==> src/rtl/irq_controller.sv <==
// Memory-mapped interrupt controller: eight synchronized sources, pending/enable/edge
// state, and four CPU request lines each serving a fixed-priority source pair.
module irq_controller #(
  parameter logic [15:0] BASE        = 16'h1010,
  parameter int unsigned SYNC_STAGES = 2
) (
  input  logic        clk,
  input  logic        reset,
  input  logic [7:0]  src,
  input  logic [15:0] addr,
  input  logic [7:0]  wdata,
  input  logic        we,
  input  logic        re,
  output logic [7:0]  rdata,
  output logic        interrupt_0,
  output logic        interrupt_1,
  output logic        interrupt_2,
  output logic        interrupt_3,
  input  logic        interrupt_0_clr,
  input  logic        interrupt_1_clr,
  input  logic        interrupt_2_clr,
  input  logic        interrupt_3_clr
);

  localparam int unsigned NumSrc   = 8;
  localparam int unsigned NumLines = 4;
  localparam int unsigned OffW     = 3;

  localparam logic [OffW-1:0] OffEnable  = 3'd0;
  localparam logic [OffW-1:0] OffPending = 3'd1;
  localparam logic [OffW-1:0] OffEdge    = 3'd2;
  localparam logic [OffW-1:0] OffSwTrig  = 3'd3;
  localparam logic [OffW-1:0] OffActive  = 3'd4;

  logic [NumSrc-1:0]   syncChain [SYNC_STAGES];
  logic [NumSrc-1:0]   srcSync;
  logic [NumSrc-1:0]   srcPrev;
  logic [NumSrc-1:0]   enableReg;
  logic [NumSrc-1:0]   pendingReg;
  logic [NumSrc-1:0]   edgeReg;
  logic [NumLines-1:0] irqReg;
  logic [NumLines-1:0] ackReq;

  logic                sel;
  logic [OffW-1:0]     offset;
  logic                wrEnable;
  logic                wrPending;
  logic                wrEdge;
  logic                wrSwTrig;

  logic [NumSrc-1:0]   activeVec;
  logic [NumSrc-1:0]   setVec;
  logic [NumSrc-1:0]   ackClr;
  logic [NumSrc-1:0]   clrVec;
  logic [NumLines-1:0] irqNext;
  logic [7:0]          readMux;

  assign sel       = (addr[15:3] == BASE[15:3]);
  assign offset    = addr[2:0];
  assign wrEnable  = we & sel & (offset == OffEnable);
  assign wrPending = we & sel & (offset == OffPending);
  assign wrEdge    = we & sel & (offset == OffEdge);
  assign wrSwTrig  = we & sel & (offset == OffSwTrig);

  assign ackReq    = {interrupt_3_clr, interrupt_2_clr, interrupt_1_clr, interrupt_0_clr};
  assign srcSync   = syncChain[SYNC_STAGES-1];
  assign activeVec = pendingReg & enableReg;

  // Source synchronizer plus one history flop for edge detection
  always_ff @(posedge clk) begin
    if (!reset) begin
      for (int i = 0; i < int'(SYNC_STAGES); i++) begin
        syncChain[i] <= '0;
      end
      srcPrev <= '0;
    end else begin
      syncChain[0] <= src;
      for (int i = 1; i < int'(SYNC_STAGES); i++) begin
        syncChain[i] <= syncChain[i-1];
      end
      srcPrev <= srcSync;
    end
  end

  // Set/clear masks; an ack retires only the lower-numbered active source of its pair
  always_comb begin
    setVec  = '0;
    ackClr  = '0;
    irqNext = '0;
    for (int i = 0; i < int'(NumSrc); i++) begin
      if (edgeReg[i]) begin
        setVec[i] = srcSync[i] & ~srcPrev[i];
      end else begin
        setVec[i] = srcSync[i];
      end
    end
    if (wrSwTrig) begin
      setVec = setVec | wdata;
    end
    for (int k = 0; k < int'(NumLines); k++) begin
      irqNext[k] = activeVec[2*k] | activeVec[2*k+1];
      if (ackReq[k]) begin
        if (activeVec[2*k]) begin
          ackClr[2*k] = 1'b1;
        end else if (activeVec[2*k+1]) begin
          ackClr[2*k+1] = 1'b1;
        end
      end
    end
    clrVec = ackClr | (wrPending ? wdata : 8'h00);
  end

  always_comb begin
    readMux = '0;
    case (offset)
      OffEnable:  readMux = enableReg;
      OffPending: readMux = pendingReg;
      OffEdge:    readMux = edgeReg;
      OffActive:  readMux = activeVec;
      default:    readMux = '0;
    endcase
  end

  always_ff @(posedge clk) begin
    if (!reset) begin
      enableReg  <= '0;
      pendingReg <= '0;
      edgeReg    <= '0;
      irqReg     <= '0;
      rdata      <= '0;
    end else begin
      pendingReg <= setVec | (pendingReg & ~clrVec);
      irqReg     <= irqNext;
      if (wrEnable) begin
        enableReg <= wdata;
      end
      if (wrEdge) begin
        edgeReg <= wdata;
      end
      // Read mux sees pre-write register values
      if (re && sel) begin
        rdata <= readMux;
      end
    end
  end

  assign interrupt_0 = irqReg[0];
  assign interrupt_1 = irqReg[1];
  assign interrupt_2 = irqReg[2];
  assign interrupt_3 = irqReg[3];

endmodule

==> config.mk <==
export PLATFORM = sky130hd
export DESIGN_NAME = irq_controller
export DESIGN_NICKNAME = d
export VERILOG_FILES = /design/src/rtl/irq_controller.sv
export SDC_FILE = /design/constraint.sdc
export NUM_CORES = 1
export LEC_CHECK = 0
export ABC_AREA = 1
export CAP_MARGIN = 20
export CORE_MARGIN = 2
export CORE_UTILIZATION = 50
export DETAILED_ROUTE_END_ITERATION = 16
export PLACE_DENSITY = 0.78
export SYNTH_ARGS = -nofsm -noshare
export SYNTH_HDL_FRONTEND = slang
export SYNTH_SLANG_ARGS = --single-unit
export TNS_END_PERCENT = 1
==> constraint.sdc <==
create_clock -name clk -period 1.73 [get_ports clk]
set_clock_uncertainty 0.15 [all_clocks]
set_input_delay 0.346 -clock clk [delete_from_list [all_inputs] [get_ports clk]]
set_output_delay 0.346 -clock clk [all_outputs]
set_load 0.01 [all_outputs]
---- Word-level counts from Yosys, hierarchy flattened ----
Memory sizes are Yosys's and may differ from the RTL's.
Cells that the tools add are included.
cells by class
  reductions and logical operators ........ 2
  add/subtract/negate cells ............... 0
  $lt $le $gt $ge ......................... 0
  bitwise operators ....................... 33
  multiply operators ...................... 0
  shift-type cells ........................ 0
  divide/modulo/power cells ............... 0
  eq/ne operators ......................... 5
  muxes and demuxes ....................... 31
operators with widths
  operator              number
  $mux 8                4
  $pmux 8 s4            1
  $or 8x8->8            3
  $mux 1                22
  $and 8x8->8           2
  $and 1x1->1           13
  $eq 13x10->1 const B  1
  $mux 2                4
  $not 1->1             8
  $not 8->8             1
  $eq 3x2->1 const B    2
  $or 1x1->1            6
  $eq 3x1->1 const B    1
  $eq 3x3->1 const B    1
  $logic_not 3->1       1
  $logic_and 1x1->1     1
storage, ports and cells
  word-level logic and storage cells ...... 78
  ROM bits ................................ 0
  input port bits ......................... 40
  memories kept ........................... 1
  memory bits (writable) .................. 16
  bits in latches ......................... 0
  flip-flop bits (word level) ............. 44
memory list
  memory     depth  bits a word  rd ports  clocked after Yosys merged registers in  write ports  line  text
  syncChain  2      8            2         0                                        2            35    logic [NumSrc-1:0] syncChain [SYNC_STAGES];

---- Depth between registers and ports, before layout ----
  word-level depth ........................ 8
  gate-level depth with buffers ........... 10
  gate-level depth less buffers ........... 10

---- Worst setup path after synthesis ----
No wires, ideal clock.
  kind .................................... input to register
  start ................................... input port addr[14]
  end ..................................... register enableReg[0]
  data arrival time ....................... 1.209 ns
  cell stages on the path ................. 10
  setup slack ............................. 0.257 ns
  setup time .............................. 0.113 ns
  cell sequence ........................... nor2_2 -> nand2_2 -> inv_2 -> nand2_2 -> nor2_8 -> nand2_4 -> nor2_8 -> inv_4 -> nor2_1 -> nor2_1
on the way
  word-level cells in the longest chain between the ends .. 3
RTL lines
  item                      line  text
  from (decl)               10    input logic [15:0] addr,
  $eq 13x10->1              58    assign sel = (addr[15:3] == BASE[15:3]);
  $and 1x1->1 (2 in a row)  60    assign wrEnable = we & sel & (offset == OffEnable);
  to (signal assigned)      135   enableReg <= wdata;
  to (decl)                 38    logic [NumSrc-1:0] enableReg;
No other way between the ends.
A chain may end at the register's enable or synchronous reset.

---- Worst setup path after layout ----
  start ................................... register rdata[4]
  end ..................................... output port rdata[4]
RTL lines
  item                    line  text
  from (decl)             14    output logic [7:0] rdata,
  from (signal assigned)  142   rdata <= readMux;
No word-level cell between the ends.

==> impl_metrics.tcl <==
set metrics [dict create \
    vias 2363 \
    finalSetupViolations 0 \
    p_sw_w 0.000629 \
    design_area_um2 3520 \
    combPwrFrac_pct 8.3 \
    grt_pass1_wl_um 9290 \
    synth.yosys.seq_area_share_pct 46.8 \
    final_hold_viol_count 0 \
    final_util_pct 69.8 \
    path_class "flop to primary output" \
    p_per_area_nw_per_um2 837 \
    drt-pass1-iter-count 5 \
    outcome "finished clean" \
    vias_per_cell 4.77 \
    ant_nets 0 \
    dp_hpwl_um 4250 \
    hold_buffers 0 \
    hold_class "flop to flop" \
    path_delay_family "buffers and inverters" \
    ys.flop_type "dfxtp_1" \
    synthToLayoutAreaGrowth_pct 37.0 \
    max_freq_mhz 592 \
    yosysMostFrequentCell "nand2_1" \
    maxSlewViolCount 0 \
    drt-total-wl_um 5730 \
    worstPathRequired_ns 1.23 \
    grt_max_degree 21 \
    timing.final.crit_share_pct 97.6 \
    netlist.top_cell.by_area "dfxtp_1" \
    die_h_um 75.7 \
    syn_inst 354 \
    placedInstanceArea_um2 3230 \
    post_drt_wl_per_cell_um 11.6 \
    leakagePower_nw 1.74 \
    p_int_w 0.00231 \
    vdd_ir_drop_max_uv 673 \
    worstPathArrival_ns 1.19 \
    synth_common_cells "nand2_1 (73), dfxtp_1 (60), nor2_1 (57)" \
    p_sw_share_pct 21.4 \
    slowest_stage "clkdlybuf4s50_1" \
    seqPwrFrac_pct 48.4 \
    cts_htree_levels 3 \
    fp-row-count 26 \
    synth_cell_type_count 22 \
    grt_pass1_vias 2063 \
    yosys_register_bits 60 \
    syn_area_um2 2570 \
    pwr-share-clk_pct 43.2 \
    fillCellCount 440 \
    clock_path_buffers 2 \
    crit_path_start_kind "flop" \
    hold_ws_ns 0.260 \
    ys_async_sr_fraction_pct 0 \
    path_buf_inv 1 \
    finalPower_w 0.00294 \
    die_w_um 75.7 \
    coreArea_um2 5040 \
    antennaDiodeCount 0 \
    rsz0062_at_grt "true" \
    path_clk_slew_ns 0.06 \
    finalCriticalPeriod_ns 1.69 \
    grt.total_usage_pct 21.6 \
    crit_fanout 2 \
    ys_warn_count 0 \
    cap_violations 0 \
    gp_congestion 0.835 \
    crit_chain "clkdlybuf4s50_1" \
    numCtsBuffers 9 \
    drc 0 \
    syn-num-nets 394 \
    clkLatencyLatePin_ns 0.32 \
    drive_gt1_share_pct 12.7 \
    cp-end-kind "primary output" \
    grt_overflow_total 0 \
    synth_area_leaders "dfxtp_1 (47%), nand2_1 (11%), nor2_1 (8.3%), inv_1 (7.2%), o21ai_1 (6.2%)" \
    tritoncts "built" \
    worst_pin_slew_ns 0.330 \
    cts-root-buf "clkbuf_8" \
    relSlewSlack_pct 77.8 \
    antenna_found_initial 0 \
    start_util_pct 50.9 \
    cts_sinks 60 \
    synth_edf_count 0 \
    avgSynthCellArea_um2 7.25 \
    synth_top_area_share_pct 46.8 \
    nets 461 \
    cpPeakStageDelay_ns 0.54 \
    numPortBuffers 51 \
    die_area_um2 5720 \
    drtIter0Drc 170 \
    io_pins 52 \
]
-- routing by layer --
| metal | global-route usage, % | routed length (um) | vias to the layer above |
|---|---|---|---|
| met3 | 3.97 | 303 | 4 |
| met2 | 35.1 | 2750 | 68 |
| met4 | 8.58 | 34 | 0 |
| met5 | 0 | 0 | - |
| met1 | 28.5 | 2650 | 1043 |
| li1 | - | - | 1248 |
-- flip-flops by register name, indices dropped and copies added, names as in the netlist --
| signal | count |
|---|---|
| irqReg | 4 |
| pendingReg | 8 |
| srcPrev | 8 |
| rdata | 8 |
| edgeReg | 8 |
| syncChain | 16 |
| enableReg | 8 |
-- worst paths after layout --
kind	startpoint	end	slack, ns	depth (start not counted)
worst min-delay path	syncChain[0][2]	syncChain[0][10]	0.26	2
worst max register to register	enableReg[4]	pendingReg[5]	0.62	4
worst min register to register	syncChain[0][2]	syncChain[0][10]	0.26	2
worst max-delay path	rdata[4]	rdata[4]	0.04	1
-- stage by stage --
step                      setup TNS [ns]  instances  worst slack, ns
after floorplan                        0        354            0.257
after global placement             -6.90        478           -0.254
after detailed placement           -7.97        478           -0.294
after CTS                              0        493           0.0223
after global routing             -0.0448        495          -0.0253
final                                  0        495           0.0422
-- power groups by stage --
stage / Clock [W] / Combinational, W / Sequential (W)
after detailed placement: 0 / 0.000241 / 0.00146
after global placement: 0 / 0.000237 / 0.00146
after floorplan: 0 / 0.0000989 / 0.00145
final: 0.00127 / 0.000245 / 0.00143
after CTS: 0.00130 / 0.000242 / 0.00143
after global routing: 0.00136 / 0.000273 / 0.00143
-- timing repair --
| item | 4_1_cts | 5_1_grt |
|---|---|---|
| hold endpoints to repair | 0 | 0 |
| setup buffers | 0 | 2 |
| setup endpoints to repair | 0 | 30 |
| gates resized for setup | 0 | 26 |
-- cell families (layout without fill, tap and decap cells) --
kind of cell / after synthesis / in the layout / share of synthesized area [%]
AOI/OAI and AO/OA: 76 / 76 / 15.8
buffers and inverters: 64 / 135 / 9.60
DFF: 60 / 60 / 46.8
and+or+nand+nor: 154 / 154 / 27.8
-- cell type report --
| type | instances | area (um^2) | area share, % |
|---|---|---|---|
| clock buffers | 14 | 173 | 4.91 |
| clock inverters | 1 | 30.0 | 0.854 |
| inverters | 57 | 226 | 6.44 |
| multi-input cells | 230 | 1160 | 32.9 |
| flip-flops and latches | 60 | 1200 | 34.2 |
| well taps | 70 | 87.6 | 2.49 |
| repair buffers | 63 | 642 | 18.2 |
-- placed cells by master, fill, tap and decap left out --
master,instances
buf_12,1
bufinv_16,1
nor2_4,3
clkdlybuf4s50_1,41
nand3_4,1
nor2_1,50
clkbuf_1,2
clkbuf_8,12
inv_2,4
nor2_8,3
buf_4,10
nor2_2,8
o21ai_0,8
nand4_1,9
o21ai_1,32
nand4_4,1
buf_6,1
dfxtp_1,60
nand2_1,72
inv_6,1
dlymetal6s2s_1,10
inv_1,49
a21boi_0,8
a21oi_1,24
nand2_8,1
nand3_1,2
nand2_2,4
inv_4,3
a31oi_1,4
(Power assumes the default switching activity.)
